$ cat src/rtl/drum_mul_arbiter_if.sv
// Bundles the requester-side operand handshakes and the shared result port
// of drum_mul_arbiter so both ends connect through one interface instance.
interface drum_mul_arbiter_if #(
    parameter int NUM_REQ = 4,
    parameter int N_WIDTH = 16,
    parameter int M_WIDTH = 16,
    parameter int ID_W    = $clog2(NUM_REQ)
);
    logic [NUM_REQ-1:0]         req_valid;
    logic [NUM_REQ-1:0]         req_ready;
    logic [NUM_REQ*N_WIDTH-1:0] req_a;
    logic [NUM_REQ*M_WIDTH-1:0] req_b;
    logic                       res_valid;
    logic                       res_ready;
    logic [N_WIDTH+M_WIDTH-1:0] res_data;
    logic [ID_W-1:0]            res_id;
    logic                       busy;

    // Arbiter side: consumes operands and the result-ready, drives the rest.
    modport slave (
        input  req_valid, req_a, req_b, res_ready,
        output req_ready, res_valid, res_data, res_id, busy
    );

    // Requester/consumer side.
    modport master (
        output req_valid, req_a, req_b, res_ready,
        input  req_ready, res_valid, res_data, res_id, busy
    );
endinterface

$ cat src/rtl/drum_mul_arbiter.sv
// Round-robin arbiter sharing one DRUM approximate multiplier between
// NUM_REQ requesters. Two pipeline stages: operand register (stage 1) and
// result register (stage 2). Results leave in acceptance order, tagged with
// the originating requester index.
module drum_mul_arbiter #(
    parameter int NUM_REQ = 4,
    parameter int N_WIDTH = 16,
    parameter int M_WIDTH = 16,
    parameter int K       = 4,
    parameter int ID_W    = $clog2(NUM_REQ)
) (
    input  logic                clk,
    input  logic                rst_n,
    drum_mul_arbiter_if.slave   io_bus
);

    localparam int W  = (N_WIDTH > M_WIDTH) ? N_WIDTH : M_WIDTH;
    localparam int SW = $clog2(W) + 1;
    localparam int P  = N_WIDTH + M_WIDTH;

    // Truncated mantissa and its left shift for one DRUM operand.
    typedef struct packed {
        logic [K-1:0]  mant;
        logic [SW-1:0] shift;
    } drum_op_t;

    // Keep the leading one, the K-2 bits below it and force the LSB to 1
    // (unbiasing); small values pass through exactly with no shift.
    function automatic drum_op_t drum_encode(input logic [W-1:0] v);
        drum_op_t r;
        int       t;
        r = '0;
        t = 0;
        for (int i = 0; i < W; i++) begin
            if (v[i]) t = i;
        end
        if (t <= K - 1) begin
            r.mant = v[K-1:0];
        end else begin
            r.mant[K-1] = 1'b1;
            r.mant[0]   = 1'b1;
            for (int j = 1; j <= K - 2; j++) begin
                r.mant[j] = v[t-K+1+j];
            end
            r.shift = SW'(t - K + 1);
        end
        return r;
    endfunction

    // Product of two encoded operands, rescaled by the combined shift.
    function automatic logic [P-1:0] drum_mul(input logic [N_WIDTH-1:0] a,
                                              input logic [M_WIDTH-1:0] b);
        drum_op_t   ea;
        drum_op_t   eb;
        logic [P-1:0] prod;
        ea   = drum_encode(W'(a));
        eb   = drum_encode(W'(b));
        prod = P'(ea.mant) * P'(eb.mant);
        return prod << (ea.shift + eb.shift);
    endfunction

    // Pipeline state.
    logic               r_s1_valid;
    logic [N_WIDTH-1:0] r_s1_a;
    logic [M_WIDTH-1:0] r_s1_b;
    logic [ID_W-1:0]    r_s1_id;
    logic               r_s2_valid;
    logic [P-1:0]       r_s2_data;
    logic [ID_W-1:0]    r_s2_id;
    logic [ID_W-1:0]    r_rr_ptr;

    // Pipeline control and arbitration results.
    logic               w_s2_load;
    logic               w_s1_free;
    logic               w_found;
    logic [ID_W-1:0]    w_grant_id;
    logic               w_hs;
    logic [ID_W-1:0]    w_rr_next;
    logic [NUM_REQ-1:0] w_req_ready;
    logic [N_WIDTH-1:0] w_sel_a;
    logic [M_WIDTH-1:0] w_sel_b;
    logic [P-1:0]       w_product;

    // Stage 2 takes stage 1 whenever it is empty or being drained.
    assign w_s2_load = r_s1_valid & (~r_s2_valid | io_bus.res_ready);
    assign w_s1_free = ~r_s1_valid | w_s2_load;
    assign w_hs      = w_s1_free & w_found;
    assign w_rr_next = (w_grant_id == ID_W'(NUM_REQ - 1)) ? '0 : w_grant_id + 1'b1;
    assign w_product = drum_mul(r_s1_a, r_s1_b);

    // Round-robin search from r_rr_ptr upward with wrap-around.
    always_comb begin
        // NOTE: every variable gets a default first so no path infers a latch.
        w_found    = 1'b0;
        w_grant_id = '0;
        for (int off = 0; off < NUM_REQ; off++) begin
            if (!w_found && io_bus.req_valid[(int'(r_rr_ptr) + off) % NUM_REQ]) begin
                w_found    = 1'b1;
                w_grant_id = ID_W'((int'(r_rr_ptr) + off) % NUM_REQ);
            end
        end
    end

    // One-hot ready to the granted requester and its operand mux.
    always_comb begin
        w_req_ready = '0;
        for (int i = 0; i < NUM_REQ; i++) begin
            w_req_ready[i] = w_hs & (w_grant_id == ID_W'(i));
        end
        w_sel_a = io_bus.req_a[int'(w_grant_id)*N_WIDTH +: N_WIDTH];
        w_sel_b = io_bus.req_b[int'(w_grant_id)*M_WIDTH +: M_WIDTH];
    end

    // Stage 1: capture the granted operand pair; rotate priority past it.
    always_ff @(posedge clk or negedge rst_n) begin
        // NOTE: data registers are reset too so the pipeline is fully
        // defined (and res_data reads 0) straight out of reset.
        if (!rst_n) begin
            r_s1_valid <= 1'b0;
            r_s1_a     <= '0;
            r_s1_b     <= '0;
            r_s1_id    <= '0;
            r_rr_ptr   <= '0;
        end else begin
            // NOTE: non-blocking assignments so every register samples
            // pre-edge values regardless of statement order.
            if (w_hs) begin
                r_s1_valid <= 1'b1;
                r_s1_a     <= w_sel_a;
                r_s1_b     <= w_sel_b;
                r_s1_id    <= w_grant_id;
                r_rr_ptr   <= w_rr_next;
            end else if (w_s2_load) begin
                r_s1_valid <= 1'b0;
            end
        end
    end

    // Stage 2: register the DRUM product; hold it under backpressure.
    always_ff @(posedge clk or negedge rst_n) begin
        if (!rst_n) begin
            r_s2_valid <= 1'b0;
            r_s2_data  <= '0;
            r_s2_id    <= '0;
        end else if (w_s2_load) begin
            r_s2_valid <= 1'b1;
            r_s2_data  <= w_product;
            r_s2_id    <= r_s1_id;
        end else if (io_bus.res_ready) begin
            r_s2_valid <= 1'b0;
        end
    end

    assign io_bus.req_ready = w_req_ready;
    assign io_bus.res_valid = r_s2_valid;
    assign io_bus.res_data  = r_s2_data;
    assign io_bus.res_id    = r_s2_id;
    assign io_bus.busy      = r_s1_valid | r_s2_valid;

endmodule

$ cat src/flat_wrapper.sv
// flat-port wrapper written by rule: the top's interface ports become plain ports
module drum_mul_arbiter_flat 
#(
    parameter int NUM_REQ = 4,
    parameter int N_WIDTH = 16,
    parameter int M_WIDTH = 16,
    parameter int K       = 4,
    parameter int ID_W    = $clog2(NUM_REQ)
)
  (clk, rst_n, io_bus_req_valid, io_bus_req_a, io_bus_req_b, io_bus_res_ready, io_bus_req_ready, io_bus_res_valid, io_bus_res_data, io_bus_res_id, io_bus_busy);
  drum_mul_arbiter_if #(.NUM_REQ(NUM_REQ), .N_WIDTH(N_WIDTH), .M_WIDTH(M_WIDTH), .ID_W(ID_W)) io_bus_i ();
  input  logic clk;
  input  logic rst_n;
  input wire logic [$bits(io_bus_i.req_valid)-1:0] io_bus_req_valid;
  input wire logic [$bits(io_bus_i.req_a)-1:0] io_bus_req_a;
  input wire logic [$bits(io_bus_i.req_b)-1:0] io_bus_req_b;
  input wire logic [$bits(io_bus_i.res_ready)-1:0] io_bus_res_ready;
  output wire logic [$bits(io_bus_i.req_ready)-1:0] io_bus_req_ready;
  output wire logic [$bits(io_bus_i.res_valid)-1:0] io_bus_res_valid;
  output wire logic [$bits(io_bus_i.res_data)-1:0] io_bus_res_data;
  output wire logic [$bits(io_bus_i.res_id)-1:0] io_bus_res_id;
  output wire logic [$bits(io_bus_i.busy)-1:0] io_bus_busy;
  assign io_bus_i.req_valid = io_bus_req_valid;
  assign io_bus_i.req_a = io_bus_req_a;
  assign io_bus_i.req_b = io_bus_req_b;
  assign io_bus_i.res_ready = io_bus_res_ready;
  assign io_bus_req_ready = io_bus_i.req_ready;
  assign io_bus_res_valid = io_bus_i.res_valid;
  assign io_bus_res_data = io_bus_i.res_data;
  assign io_bus_res_id = io_bus_i.res_id;
  assign io_bus_busy = io_bus_i.busy;
  drum_mul_arbiter #(.NUM_REQ(NUM_REQ), .N_WIDTH(N_WIDTH), .M_WIDTH(M_WIDTH), .K(K), .ID_W(ID_W)) u_core (.clk(clk), .rst_n(rst_n), .io_bus(io_bus_i));
endmodule
$ cat config.mk
export PLATFORM = sky130hd
export DESIGN_NAME = drum_mul_arbiter_flat
export DESIGN_NICKNAME = d
export VERILOG_FILES = /design/src/rtl/drum_mul_arbiter_if.sv /design/src/rtl/drum_mul_arbiter.sv /design/src/flat_wrapper.sv
export SDC_FILE = /design/constraint.sdc
export NUM_CORES = 1
export LEC_CHECK = 0
export BUFFER_PORTS_ARGS = -buffer_cell sky130_fd_sc_hd__buf_2
export CAP_MARGIN = 10
export CORE_ASPECT_RATIO = 0.8
export CORE_MARGIN = 3
export CORE_UTILIZATION = 40
export CTS_CLUSTER_DIAMETER = 150
export DETAILED_ROUTE_END_ITERATION = 10
export PLACE_DENSITY = 0.66
export SKIP_CTS_REPAIR_TIMING = 1
export SYNTH_ARGS = -nofsm -noshare
export SYNTH_HDL_FRONTEND = slang
export SYNTH_SLANG_ARGS = --single-unit
export TNS_END_PERCENT = 1
$ cat constraint.sdc
create_clock -name clk -period 5.75 [get_ports clk]
set_input_delay 0.575 -clock clk [delete_from_list [all_inputs] [get_ports clk]]
set_output_delay 0.575 -clock clk [all_outputs]
set_load 0.01 [all_outputs]
Yosys cells after proc, flatten, opt, wreduce, memory -nomap -nowiden
Cells that the tools add are included.
W data, S select, Z words.
- flip-flop bits (word level): 72
- bits of input ports: 135
- output and inout port bits: 40
- word-level logic and storage cells: 134
- add/subtract/negate cells: 13
- multiply operators: 1
- magnitude comparators: 10
- eq/ne operators: 3
- shift-type cells: 3
- multiplexer cells: 70
- bitwise logic cells: 14
- reduce and logical (&&, ||, !) cells: 12
- operator list (cell ; number):
    $mux W32 ; 14
    $add A32 B2 Y32 const B ; 4
    $lt A32 B6 Y1 const B ; 4
    $shiftx A64 B7 Y16 ; 2
    $add A32 B3 Y32 const B ; 2
    $mux W4 ; 10
    $le A32 B3 Y1 const B ; 1
    $shl A8 B5 Y32 ; 1
    $sub A32 B4 Y32 const B ; 1
    $mux W1 ; 25
    $bmux W1 S4 ; 4
    $mux W2 ; 7
    $lt A3 B4 Y1 const B ; 3
    $mux W3 ; 4
    $mux W5 ; 2
    $bmux W1 S2 ; 4
    $mul A4 B4 Y8 ; 1
    $and A1 B1 Y1 ; 6
    $reduce_or A2 Y1 ; 3
    $add A5 B5 Y5 ; 1
    $sub A4 B3 Y5 const B ; 1
    $add A2 B1 Y2 const B ; 2
    $add A2 B2 Y2 const B ; 2
    $eq A2 B2 Y1 const B ; 2
    10 further kinds ; 20

Depth between registers and ports, before layout
- depth in word-level cells: 24
- depth in mapped cells: 27
- gate-level depth less buffers: 26

Least setup slack after synthesis
OpenSTA, ideal clock, no wires.
- path kind: register -> register
- start: register u_core.r_s1_a[9]
- end: register u_core.r_s2_data[24], in the netlist u_core.io_bus.res_data[24]
- setup time: 0.121 ns
- data arrival time: 6.132 ns
- required time: 5.629 ns
- slack: -0.503 ns
- stages on the path, launching flop included: 23
- buffers on the path: 1
- clock period less this slack: 6.253 ns
- cell sequence: dfrtp_1 buf_6 or3b_1 a311oi_2 a31oi_2 ha_1 ha_1 or3_1 and2_0 o211a_1 or3_1 fa_1 fa_1 inv_1 ha_1 a21o_1 a21oi_1 nor4b_1 nor4_1 o21ai_0 mux2i_1 a21oi_1 a22o_1
- cells in the longest elaborated chain, start to end: 16
- RTL lines (item ; line ; RTL):
    start: declaration ; drum_mul_arbiter.sv:64 ; logic [N_WIDTH-1:0] r_s1_a;
    start signal: assignment ; drum_mul_arbiter.sv:129 ; r_s1_a <= w_sel_a;
    $mux W32 (7 in series) ; drum_mul_arbiter.sv:35 ; if (v[i]) t = i;
    $sub A32 B4 Y32 ; drum_mul_arbiter.sv:43 ; r.mant[j] = v[t-K+1+j];
    $add A32 B2 Y32 ; drum_mul_arbiter.sv:43 ;
    $add A32 B2 Y32 or $add A32 B3 Y32 (tied branches) ; drum_mul_arbiter.sv:43 ;
    $bmux W1 S4 ; drum_mul_arbiter.sv:43 ;
    $mux W1 (implied by the code) (2 in series) ; drum_mul_arbiter.sv:43 ;
    $mux W4 ; drum_mul_arbiter.sv:37 ; if (t <= K - 1) begin
    $mul A4 B4 Y8 ; drum_mul_arbiter.sv:58 ; prod = P'(ea.mant) * P'(eb.mant);
    $shl A8 B5 Y32 (*) ; drum_mul_arbiter.sv:59 ; return prod << (ea.shift + eb.shift);
    end signal: assignment ; drum_mul_arbiter.sv:147 ; r_s2_data <= w_product;
    end: declaration ; drum_mul_arbiter.sv:68 ; logic [P-1:0] r_s2_data;
Mark *: on every way between the ends. The rest lies on a longest branch, timed or not. The select of a mux whose other input is x is not followed.
A chain may end at the register's enable or synchronous reset.

Worst setup path in the final report
- start: register u_core.r_s1_a[11]
- end: register u_core.r_s2_data[10], in the netlist u_core.io_bus.res_data[10]
- cells in the longest elaborated chain, start to end: 14
- RTL lines (item ; line):
    $mux W32 (5 in series) ; drum_mul_arbiter.sv:35
    $sub A32 B4 Y32 ; drum_mul_arbiter.sv:43
    $add A32 B2 Y32 ; drum_mul_arbiter.sv:43
    $add A32 B2 Y32 or $add A32 B3 Y32 (tied branches) ; drum_mul_arbiter.sv:43
    $bmux W1 S4 ; drum_mul_arbiter.sv:43
    $mux W1 (implied by the code) (2 in series) ; drum_mul_arbiter.sv:43
    $mux W4 ; drum_mul_arbiter.sv:37
    $mul A4 B4 Y8 ; drum_mul_arbiter.sv:58
    $shl A8 B5 Y32 (*) ; drum_mul_arbiter.sv:59
Marked as above.

==> reports/qor.yml <==
status: "finished, violations left"
violations: "negative setup slack"
cp_max_fo: 5
hpwl_um: 14300
overflow: 0
htree_levels: 3
antenna_found_initial: 0
dp_cells: 1269
synth_common_cells: "nor2_1 (160), nand2_1 (156), o21ai_0 (92), dfrtp_1 (72), clkbuf_1 (40)"
period_minus_slack_ns: 6.00
slew_headroom_pct: 39.9
root_buffer: "clkbuf_16"
synth_edf_count: 0
fillers: 1447
initial_utilization_pct: 41.3
synth_top_area_share_pct: 28.8
worst_ep_required_time_ns: 5.96
rsz0062_at_grt: "true"
routed_wl_um: 18800
nets: 1244
slowest_delay_ns: 0.53
cp_data_arrival_time_ns: 6.20
die_y_um: 118
setup_viol_count_final: 27
post-route-drc-count: 0
clock_path_buffers: 2
worst_pin_slew_ns: 0.895
layout_setup_ws_ns: -0.247
core_sq_um: 15200
worstPathCellList: "buf_4, or4_4, o21ai_2, inv_1, ha_2, a21oi_2, a31oi_1, o31a_2, or3_1, and2_0, o211a_1, or3_4, fa_1, fa_1, inv_2, fa_2, a21o_1, a21oi_2, xnor2_2, mux4_2, buf_4, nand2_1, o211a_1, o21ai_0"
synth_fp_nets: 1027
synth.most_common_cell: "nor2_1"
r2r_slack_ns: -0.25
place.gp.congestion: 0.894
area_growth_pct: 33.0
fmax_mhz: 167
cp_slowest_cell: "fa_1"
grt_first_pass_wirelength_um: 31100
ys_warn_count: 0
layout.cells.non_filler: 1292
post-route-period-util_pct: 104
postLayoutCellArea_sq_um: 8320
clock_sinks: 72
drtPass1Iterations: 5
num_rows: 40
grt_max_degree: 73
worstReg2RegStart: "u_core.r_s1_a[11]$_DFFE_PN0P_"
clkLatencyLatePin_ns: 0.35
cts_tree: "done"
via_per_inst: 5.27
postRouteAntennaNets: 0
async_flop_share_pct: 100
maxCapViolations: 0
r2r_end: "u_core.io_bus.res_data[10]$_DFFE_PN0P_"
yosys.area.top_type: "dfrtp_1"
ys.flop_type: "dfrtp_1"
drt_iter0_markers: 583
n_antenna_cell: 0
synth.avg_cell_area_sq_um: 7.27
synth_cell_types: 74
grt_pass1_vias: 6362
ys_seq_area_share_pct: 28.8
place_ws_ns: -0.234
num_vias: 6813
syn-cell-area_sq_um: 6260
worstSetupEndpointType: "flop"
ys_seq_elements: 72
crit_type: "reg2reg"
worstSetupStartpointType: "flop"
io_buffers: 174
numCtsBuffers: 9
synthTopCellsByArea: "dfrtp_1 (29%), nor2_1 (9.6%), nand2_1 (9.4%)"
hold_ws_ns: 0.420
path_clk_slew_ns: 0.07
hold_viol: 0
maxSlewViolCount: 0
io_pins: 175
multi_input_area_sq_um: 4370
final_layout_size_suffix_gt1_share_pct: 30.8
die_w_um: 146
grtUsageTotal_pct: 21.6
fin_skew_ns: 0.0102
rr_worst_depth: 24
post_drt_wl_per_cell_um: 14.5
register_area_sq_um: 1800
hp-class: "in2async"
synthCells: 860
place_area_sq_um: 7800
die-area_sq_um: 17200
==> metrics by stage <==
| stage | utilization, % | setup TNS [ns] |
|---|---|---|
| 2_1_floorplan | - | -0.799 |
| 3_3_place_gp | 51.5 | -1.15 |
| 3_5_place_dp | 51.5 | -3.46 |
| 4_1_cts | 53.4 | -4.24 |
| 5_1_grt | 54.9 | -11.26 |
| 6_report | 54.9 | -3.82 |
==> state kept, by name, indices dropped and copies added, names as in the netlist <==
| register | flops |
|---|---|
| u_core.r_s1_id | 2 |
| u_core.io_bus.res_valid | 1 |
| u_core.io_bus.res_data | 32 |
| u_core.io_bus.res_id | 2 |
| u_core.r_s1_valid | 1 |
| u_core.r_s1_b | 16 |
| u_core.r_rr_ptr | 2 |
| u_core.r_s1_a | 16 |
==> per-layer routing <==
metal	track usage, %	vias up	routed length (um)
met5	0	-	0
met4	4.57	0	252
met3	4.23	18	1150
met2	32.7	238	8460
met1	32.1	3126	8930
li1	-	3431	-
==> logic make-up after synthesis <==
family | after synthesis | share of synthesized area [%]
buf+inv | 76 | 5.50
compound gates | 212 | 21.7
fa+ha+maj | 32 | 7.00
simple gates | 427 | 29.8
xor+xnor | 13 | 2.06
flops | 72 | 28.8
mux | 28 | 5.20
==> worst max path at each step <==
stage | startpoint | end | slack, ns
finish | u_core.r_s1_a[11]$_DFFE_PN0P_ | u_core.io_bus.res_data[10]$_DFFE_PN0P_ | -0.25
floorplan | u_core.r_s1_a[11]$_DFFE_PN0P_ | u_core.io_bus.res_data[14]$_DFFE_PN0P_ | -0.09
global route | u_core.r_s1_a[12]$_DFFE_PN0P_ | u_core.io_bus.res_data[30]$_DFFE_PN0P_ | -0.52
detailed placement | u_core.r_s1_a[11]$_DFFE_PN0P_ | u_core.io_bus.res_data[11]$_DFFE_PN0P_ | -0.23
global placement | u_core.r_s1_a[11]$_DFFE_PN0P_ | u_core.io_bus.res_data[14]$_DFFE_PN0P_ | -0.10
CTS | u_core.r_s1_a[11]$_DFFE_PN0P_ | u_core.io_bus.res_data[27]$_DFFE_PN0P_ | -0.26
==> critical path, delay by kind of cell, from the launching register on <==
kind	cells	cell delay, ns
muxes	1	0.51
AOI/OAI and AO/OA	9	1.43
and+or+nand+nor	5	1.39
adders and majority gates	4	1.56
xor gates and xnor gates	1	0.10
buffers and inverters	4	0.43
DFF	1	0.43
==> layout by cell type (no fill, tap or decap), drive strengths merged, types with 14 or more instances in the layout <==
cell,netlist,routed
ha,27,27
dfrtp,72,72
buf,11,259
nand2,156,156
a21oi,32,32
mux2i,19,19
nor2,160,160
o21ai,93,93
nand3,39,39
nor3,14,14
inv,23,24
==> area by class of cell <==
class,count,share of cell area (%)
multi-input combinational,712,52.5
clock buffer,13,3.25
timing repair buffer,259,18.1
tap,210,3.16
clock inverter,3,0.286
inverter,23,1.07
sequential,72,21.7
Power is not shown: default switching activity piles up to over one toggle a cycle in this logic, so the estimate is an artifact.
